### src/rtl/mbist_march.sv
// March C- memory BIST engine wrapped around a single-port RAM with a normal-mode
// access path and a stuck-at fault injector on the read data.
module mbist_march #(
    parameter int ADDR_W = 6,
    parameter int DATA_W = 8,
    parameter int CNT_W  = 8
) (
    input  logic                        clk,
    input  logic                        rst,
    input  logic                        start,
    input  logic                        opr,
    input  logic                        csin,
    input  logic                        rwbarin,
    input  logic [ADDR_W-1:0]           address,
    input  logic [DATA_W-1:0]           datain,
    input  logic                        bg_sel,
    input  logic                        fi_en,
    input  logic [ADDR_W-1:0]           fi_addr,
    input  logic [$clog2(DATA_W)-1:0]   fi_bit,
    input  logic                        fi_val,
    output logic [DATA_W-1:0]           dataout,
    output logic                        busy,
    output logic                        done,
    output logic                        fail,
    output logic [ADDR_W-1:0]           fail_addr,
    output logic [DATA_W-1:0]           fail_exp,
    output logic [CNT_W-1:0]            fail_cnt
);

    localparam int DEPTH = 2 ** ADDR_W;
    localparam logic [DATA_W-1:0] CHECKER = {DATA_W/2{2'b01}};

    typedef enum logic [2:0] {IDLE, M0, M1, M2, M3, M4, M5, DONE} state_t;

    state_t              state_q, state_d;
    logic [ADDR_W-1:0]   addr_q, addr_d;
    logic                phase_q, phase_d;
    logic                fail_q, fail_d;
    logic [ADDR_W-1:0]   fail_addr_q, fail_addr_d;
    logic [DATA_W-1:0]   fail_exp_q, fail_exp_d;
    logic [CNT_W-1:0]    fail_cnt_q, fail_cnt_d;

    logic [DATA_W-1:0]   mem [DEPTH];

    logic                running, two_op, down, rd_op, wr_op, mismatch;
    logic [DATA_W-1:0]   bg_word, exp_word, wr_word, eng_rd;
    logic                mem_we;
    logic [ADDR_W-1:0]   mem_waddr;
    logic [DATA_W-1:0]   mem_wdata;

    // Stuck-at model applies to the read path only; stored contents stay intact.
    function automatic logic [DATA_W-1:0] inject(
        input logic [DATA_W-1:0]         word,
        input logic [ADDR_W-1:0]         addr,
        input logic                      en,
        input logic [ADDR_W-1:0]         f_addr,
        input logic [$clog2(DATA_W)-1:0] f_bit,
        input logic                      f_val
    );
        logic [DATA_W-1:0] w;
        w = word;
        if (en && addr == f_addr) w[f_bit] = f_val;
        return w;
    endfunction

    always_comb begin
        // NOTE: every variable gets a default first so no latch can be inferred.
        running  = (state_q inside {M0, M1, M2, M3, M4, M5});
        two_op   = (state_q inside {M1, M2, M3, M4});
        down     = (state_q inside {M3, M4});
        rd_op    = two_op ? !phase_q : (state_q == M5);
        wr_op    = two_op ?  phase_q : (state_q == M0);
        bg_word  = bg_sel ? (addr_q[0] ? ~CHECKER : CHECKER) : '0;
        exp_word = (state_q inside {M2, M4}) ? ~bg_word : bg_word;
        wr_word  = (state_q inside {M1, M3}) ? ~bg_word : bg_word;
        eng_rd   = inject(mem[addr_q], addr_q, fi_en, fi_addr, fi_bit, fi_val);
        mismatch = running && opr && rd_op && (eng_rd != exp_word);
    end

    always_comb begin
        state_d     = state_q;
        addr_d      = addr_q;
        phase_d     = phase_q;
        fail_d      = fail_q;
        fail_addr_d = fail_addr_q;
        fail_exp_d  = fail_exp_q;
        fail_cnt_d  = fail_cnt_q;

        case (state_q)
            IDLE, DONE: begin
                if (start && opr) begin
                    state_d     = M0;
                    addr_d      = '0;
                    phase_d     = 1'b0;
                    fail_d      = 1'b0;
                    fail_addr_d = '0;
                    fail_exp_d  = '0;
                    fail_cnt_d  = '0;
                end else if (state_q == DONE && !opr) begin
                    state_d = IDLE;
                end
            end
            default: begin
                if (!opr) begin
                    // Abort keeps whatever results were gathered so far.
                    state_d = IDLE;
                end else begin
                    if (mismatch) begin
                        fail_d = 1'b1;
                        if (!fail_q) begin
                            fail_addr_d = addr_q;
                            fail_exp_d  = exp_word;
                        end
                        if (fail_cnt_q != '1) fail_cnt_d = fail_cnt_q + 1'b1;
                    end
                    if (two_op && !phase_q) begin
                        phase_d = 1'b1;
                    end else begin
                        phase_d = 1'b0;
                        if (addr_q == (down ? '0 : '1)) begin
                            // Element boundary: next element starts at its own sweep origin.
                            case (state_q)
                                M0:      begin state_d = M1;   addr_d = '0; end
                                M1:      begin state_d = M2;   addr_d = '0; end
                                M2:      begin state_d = M3;   addr_d = '1; end
                                M3:      begin state_d = M4;   addr_d = '1; end
                                M4:      begin state_d = M5;   addr_d = '0; end
                                default: begin state_d = DONE; addr_d = '0; end
                            endcase
                        end else begin
                            addr_d = down ? addr_q - 1'b1 : addr_q + 1'b1;
                        end
                    end
                end
            end
        endcase
    end

    always_comb begin
        mem_we    = 1'b0;
        mem_waddr = address;
        mem_wdata = datain;
        if (running) begin
            mem_we    = opr && wr_op;
            mem_waddr = addr_q;
            mem_wdata = wr_word;
        end else if (!opr && csin && !rwbarin) begin
            mem_we = 1'b1;
        end
    end

    always_comb begin
        dataout = '0;
        if (!opr && csin && rwbarin)
            dataout = inject(mem[address], address, fi_en, fi_addr, fi_bit, fi_val);
    end

    // NOTE: the RAM array has no reset; its contents survive rst by design.
    always_ff @(posedge clk) begin
        if (mem_we) mem[mem_waddr] <= mem_wdata;
    end

    // NOTE: sequential state uses non-blocking assignments only.
    always_ff @(posedge clk) begin
        if (rst) begin
            state_q     <= IDLE;
            addr_q      <= '0;
            phase_q     <= 1'b0;
            fail_q      <= 1'b0;
            fail_addr_q <= '0;
            fail_exp_q  <= '0;
            fail_cnt_q  <= '0;
        end else begin
            state_q     <= state_d;
            addr_q      <= addr_d;
            phase_q     <= phase_d;
            fail_q      <= fail_d;
            fail_addr_q <= fail_addr_d;
            fail_exp_q  <= fail_exp_d;
            fail_cnt_q  <= fail_cnt_d;
        end
    end

    assign busy      = running;
    assign done      = (state_q == DONE);
    assign fail      = fail_q;
    assign fail_addr = fail_addr_q;
    assign fail_exp  = fail_exp_q;
    assign fail_cnt  = fail_cnt_q;

endmodule
### config.mk
export PLATFORM = sky130hd
export DESIGN_NAME = mbist_march
export DESIGN_NICKNAME = d
export VERILOG_FILES = /design/src/rtl/mbist_march.sv
export SDC_FILE = /design/constraint.sdc
export NUM_CORES = 1
export LEC_CHECK = 0
export CAP_MARGIN = 30
export CELL_PAD_IN_SITES_DETAIL_PLACEMENT = 0
export CELL_PAD_IN_SITES_GLOBAL_PLACEMENT = 1
export CORE_UTILIZATION = 40
export CTS_CLUSTER_SIZE = 12
export DETAILED_ROUTE_END_ITERATION = 10
export GPL_TIMING_DRIVEN = 0
export PLACE_DENSITY = 0.62
export RECOVER_POWER = 50
export SLEW_MARGIN = 20
export SYNTH_ARGS = -nofsm -noshare
export SYNTH_HDL_FRONTEND = slang
export SYNTH_SLANG_ARGS = --single-unit
### constraint.sdc
create_clock -name clk -period 6.36 [get_ports clk]
set_input_delay 0.636 -clock clk [delete_from_list [all_inputs] [get_ports clk]]
set_output_delay 0.636 -clock clk [all_outputs]
set_load 0.02 [all_outputs]
==> report_table.html <==
<table>
<tr><th>Metric</th><th>Value</th></tr>
<tr><th colspan="2">Route</th></tr>
<tr><td>Number of routed nets with antenna violations</td><td>0</td></tr>
<tr><td>Post-route DRC violation count</td><td>0</td></tr>
<tr><td>Total length of routed wires</td><td>103000 um</td></tr>
<tr><td>Detailed-route vias per instance</td><td>6.71</td></tr>
<tr><td>Number of DRC markers in iteration 0</td><td>2903</td></tr>
<tr><td>Total number of vias</td><td>17371</td></tr>
<tr><td>Wire length per cell</td><td>39.9 um</td></tr>
<tr><td>Number of iterations in the first detailed-routing pass</td><td>5</td></tr>
<tr><th colspan="2">Yosys</th></tr>
<tr><td>Main combinational cell family by area after synthesis</td><td>multiplexers</td></tr>
<tr><td>Cell Area, Synth</td><td>26500 um2</td></tr>
<tr><td>Main area contributors after synthesis</td><td>edfxtp_1 (58%), mux4_2 (24%), dfxtp_1 (2.5%), mux2i_1 (2.2%), nor2_1 (1.6%)</td></tr>
<tr><td>Mux cell area share after synthesis</td><td>26.5%</td></tr>
<tr><td>Distinct cell type count of the synthesized netlist</td><td>73</td></tr>
<tr><td>Portion of synthesized cell area occupied by the leading cell type</td><td>57.9%</td></tr>
<tr><td>Xor/xnor cell area share of the yosys netlist</td><td>0.627%</td></tr>
<tr><td>Cell count after synthesis</td><td>1508</td></tr>
<tr><td>Number of enable flip-flop cells after synthesis</td><td>512</td></tr>
<tr><td>Net Count, Synth</td><td>1546</td></tr>
<tr><td>Share of the yosys chip area belonging to registers</td><td>60.4%</td></tr>
<tr><td>Synth warn</td><td>0</td></tr>
<tr><td>Simple-gate share of the synthesized area</td><td>5.34%</td></tr>
<tr><td>Area fraction in compound gates after synthesis</td><td>4.29%</td></tr>
<tr><td>Top FF cell, synth</td><td>edfxtp_1</td></tr>
<tr><td>Post-Syn Area per Cell</td><td>17.6 um2</td></tr>
<tr><td>Adder-Cell Fraction of Synth Area</td><td>0.311%</td></tr>
<tr><td>Post-synthesis async set-or-reset flop share</td><td>0%</td></tr>
<tr><td>Count of state elements after synthesis</td><td>545</td></tr>
<tr><td>Yosys top cell by area</td><td>edfxtp_1</td></tr>
<tr><th colspan="2">CTS</th></tr>
<tr><td>Register clock-pin slew on the reported worst setup and hold paths</td><td>0.06 ns</td></tr>
<tr><td>Setup bufs post-CTS</td><td>0</td></tr>
<tr><td>Number of clock sinks</td><td>545</td></tr>
<tr><td>Number of levels in the clock H-tree</td><td>2</td></tr>
<tr><td>Total CTS buffers</td><td>59</td></tr>
<tr><td>Post-cts resize count</td><td>0</td></tr>
<tr><td>Cts hold-fix bufs</td><td>0</td></tr>
<tr><td>Clock latency reported for the late side of the worst-skew pair</td><td>0.64 ns</td></tr>
<tr><td>CTS root buffer</td><td>clkbuf_16</td></tr>
<tr><td>Clock tree from TritonCTS</td><td>done</td></tr>
<tr><td>Maximum clock path buffer count</td><td>3</td></tr>
<tr><th colspan="2">Critical path</th></tr>
<tr><td>Crit path depth</td><td>14</td></tr>
<tr><td>Required arrival time at the worst endpoint</td><td>6.93 ns</td></tr>
<tr><td>Number of buffer and inverter stages on the critical path</td><td>5</td></tr>
<tr><td>Longest individual stage delay on the worst path</td><td>1.08 ns</td></tr>
<tr><td>Critical path class</td><td>reg2reg</td></tr>
<tr><td>Kind of start point of the critical path</td><td>register</td></tr>
<tr><td>Peak fanout along the critical path</td><td>10</td></tr>
<tr><td>CP dominant cell by count</td><td>buf_2</td></tr>
<tr><td>Cell type group with the largest total delay on the critical path</td><td>buffers and inverters</td></tr>
<tr><td>Data arrival time of the critical path</td><td>6.06 ns</td></tr>
<tr><td>Standard cell with the maximum stage delay on the critical path</td><td>a2111oi_0</td></tr>
<tr><td>Count of cells along the worst register-to-register path</td><td>14</td></tr>
<tr><td>Type of destination of the critical path</td><td>register</td></tr>
<tr><td>Cell Chain, Critical Path</td><td>buf_4 &gt; buf_2 &gt; buf_2 &gt; clkbuf_1 &gt; o21ai_0 &gt; a2111oi_0 &gt; a221oi_1 &gt; nand4_1 &gt; nor2_1 &gt; o221a_4 &gt; a2bb2oi_2 &gt; buf_6 &gt; or3_1 &gt; a21oi_1</td></tr>
<tr><th colspan="2">STA</th></tr>
<tr><td>Clock Skews</td><td>0.0246 ns</td></tr>
<tr><td>Upper clock frequency limit</td><td>182 MHz</td></tr>
<tr><td>Setup TNS</td><td>0 ns</td></tr>
<tr><td>Final setup vio count</td><td>0</td></tr>
<tr><td>Number of endpoints with negative hold slack in the final report</td><td>0</td></tr>
<tr><td>Worst Slack Setup Final</td><td>0.866 ns</td></tr>
<tr><td>Fin crit period</td><td>5.49 ns</td></tr>
<tr><td>Worst Tran Pin Value</td><td>2.44 ns</td></tr>
<tr><td>Worst relative slew slack</td><td>-62.4%</td></tr>
<tr><td>Final Max Tran Viols</td><td>439</td></tr>
<tr><td>Setup repair after global routing missed its margin</td><td>no</td></tr>
<tr><td>Share of the clock period used by the worst path after layout</td><td>86.4%</td></tr>
<tr><th colspan="2">Power</th></tr>
<tr><td>Highest ir drop seen on vdd</td><td>0.000204 V</td></tr>
<tr><td>Power per standard cell area</td><td>256 nW/um2</td></tr>
<tr><td>Static leakage</td><td>9.62 nW</td></tr>
<tr><th colspan="2">Job</th></tr>
<tr><td>Count of maximum capacitance violations</td><td>8</td></tr>
<tr><th colspan="2">Die</th></tr>
<tr><td>I/O pin cnt</td><td>65</td></tr>
<tr><td>Die height</td><td>260 um</td></tr>
<tr><td>Std-Cell Core Area</td><td>65700 um2</td></tr>
<tr><td>Floorplan die width</td><td>260 um</td></tr>
<tr><td>Die area</td><td>67400 um2</td></tr>
<tr><td>Initial cell density of the core</td><td>40.4%</td></tr>
<tr><td>Floorplan row count</td><td>94</td></tr>
<tr><th colspan="2">Run status</th></tr>
<tr><td>Violations in the final reports</td><td>capacitance limit, slew limit</td></tr>
<tr><td>Run status</td><td>complete, but fails checks</td></tr>
<tr><th colspan="2">Cells and area</th></tr>
<tr><td>Area added between synthesis and finish</td><td>15.5%</td></tr>
<tr><td># nets final</td><td>1714</td></tr>
<tr><td>Share of layout cells above drive strength 1</td><td>29.8%</td></tr>
<tr><th colspan="2">GRT</th></tr>
<tr><td>Aggregate global routing overflow</td><td>0</td></tr>
<tr><td>Number of global-route vias before repair</td><td>16798</td></tr>
<tr><td>Global-route wire length before repair</td><td>141000 um</td></tr>
<tr><td>Initial antenna violation count</td><td>5</td></tr>
<tr><td>Global Route Usage Sum</td><td>31.1%</td></tr>
<tr><td>Maximum number of pins on one net before global-route repair</td><td>65</td></tr>
<tr><th colspan="2">Placement</th></tr>
<tr><td>Placed wire-length estimate</td><td>72500 um</td></tr>
<tr><td>Routability congestion estimate from global placement</td><td>0.982</td></tr>
<tr><td>Pre-CTS WS</td><td>0.891 ns</td></tr>
<tr><td>Port Buffer Count</td><td>57</td></tr>
<tr><th colspan="2">Min path</th></tr>
<tr><td>Number of instances on the worst hold path</td><td>5</td></tr>
<tr><td>Hold/Removal Path Class</td><td>in2reg</td></tr>
<tr><td>Launch instance of the worst min-delay path</td><td>opr</td></tr>
</table>
==> path summary, 6_finish.rpt <==
path | to | slack (ns)
worst min-delay path | fail$_SDFFE_PP0P_ | 0.41
worst min register to register | fail_addr[4]$_SDFFE_PP0P_ | 0.47
worst max register to register | fail_cnt[4]$_SDFFE_PP0P_ | 0.87
worst max-delay path | fail_cnt[4]$_SDFFE_PP0P_ | 0.87
==> layout make-up <==
type | instances | area, um2
Buffer | 116 | 639
Antenna cell | 2 | 5.00
Inverter | 15 | 56.3
Fill cell | 5576 | 35100
Timing Repair Buffer | 107 | 1060
Clock inverter | 34 | 297
Sequential cell | 545 | 16000
Clock buffer | 73 | 1550
Tap cell | 864 | 1080
Multi-Input combinational cell | 832 | 9910
==> sequential cells by signal, summed over array words and instances, names as in the netlist, named ones only <==
signal     flops
phase_q        1
fail_exp       2
state_q        3
fail_addr      6
fail_cnt       8
mem          512
addr_q         6
fail           1
==> where the power goes <==
part | switching (mW) | internal [mW]
clock network | 1.47 | 1.92
logic | 0.328 | 0.173
registers | 0.00270 | 3.95
==> kinds of logic after synthesis <==
family / after synthesis
XOR/XNOR: 19
flip-flops: 545
buffers and inverters: 131
adder cells (fa/ha/maj): 6
AO/OA/AOI/OAI: 162
multiplexers: 346
AND/OR/NAND/NOR: 299
==> stage by stage <==
step           cell area, um2  instances  power, mW  hold WS, ns  util [%]
5_1_grt                 30600       2586       7.99        0.429      46.6
2_1_floorplan           26500       1508       4.29        0.525         -
4_1_cts                 30700       2583       7.84        0.376      46.7
3_5_place_dp            28900       2476       4.52        0.466      43.9
3_3_place_gp            28200       2429       4.51        0.462      42.9
6_report                30600       2588       7.84        0.411      46.6
==> layer usage <==
layer | track usage [%] | wire length, um | vias to the layer above
met3 | 8.26 | 12500 | 231
met4 | 13.2 | 5140 | 4
li1 | - | - | 6665
met2 | 46.3 | 45800 | 1354
met5 | 0 | 21 | -
met1 | 43.1 | 39900 | 9117
==> tightest hold or removal path, stage by stage <==
cell and delay (ns):
buf_4 0.14, nand2_1 0.07, nor2_1 0.04, nor2_1 0.07
nor2_1 0.04
==> cell usage after synthesis, drive strengths merged, types with 15 or more instances <==
| cell | count |
|---|---|
| a21oi | 41 |
| a22oi | 20 |
| buf | 64 |
| clkbuf | 52 |
| dfxtp | 33 |
| edfxtp | 512 |
| inv | 15 |
| mux2i | 58 |
| mux4 | 283 |
| nand2 | 62 |
| nand3 | 41 |
| nor2 | 110 |
| nor2b | 15 |
| o21ai | 21 |
==> layout by cell type, fill, tap and decap left out, drive strengths merged, types with 5 or more instances in the layout <==
cell type | Yosys | layout
ha | 5 | 5
bufinv | 0 | 5
o22ai | 5 | 5
xnor2 | 8 | 8
nand4 | 7 | 7
buf | 64 | 109
inv | 15 | 16
o21ai | 21 | 21
a21o | 12 | 12
nor2b | 15 | 15
and2 | 5 | 5
dlygate4sd3 | 0 | 24
edfxtp | 512 | 512
clkbuf | 52 | 130
nor2 | 110 | 110
mux4 | 283 | 283
nand2b | 10 | 10
a22oi | 20 | 20
a31oi | 5 | 5
nand3b | 5 | 5
and3 | 9 | 9
clkdlybuf4s50 | 0 | 33
a22o | 13 | 13
clkinv | 0 | 25
mux2i | 58 | 58
nand3 | 41 | 41
nor4 | 5 | 5
nand2 | 62 | 62
a21oi | 41 | 41
or3 | 11 | 11
dfxtp | 33 | 33
mux2 | 5 | 5
xor2 | 11 | 11
Power figures use the tool's default switching activity.
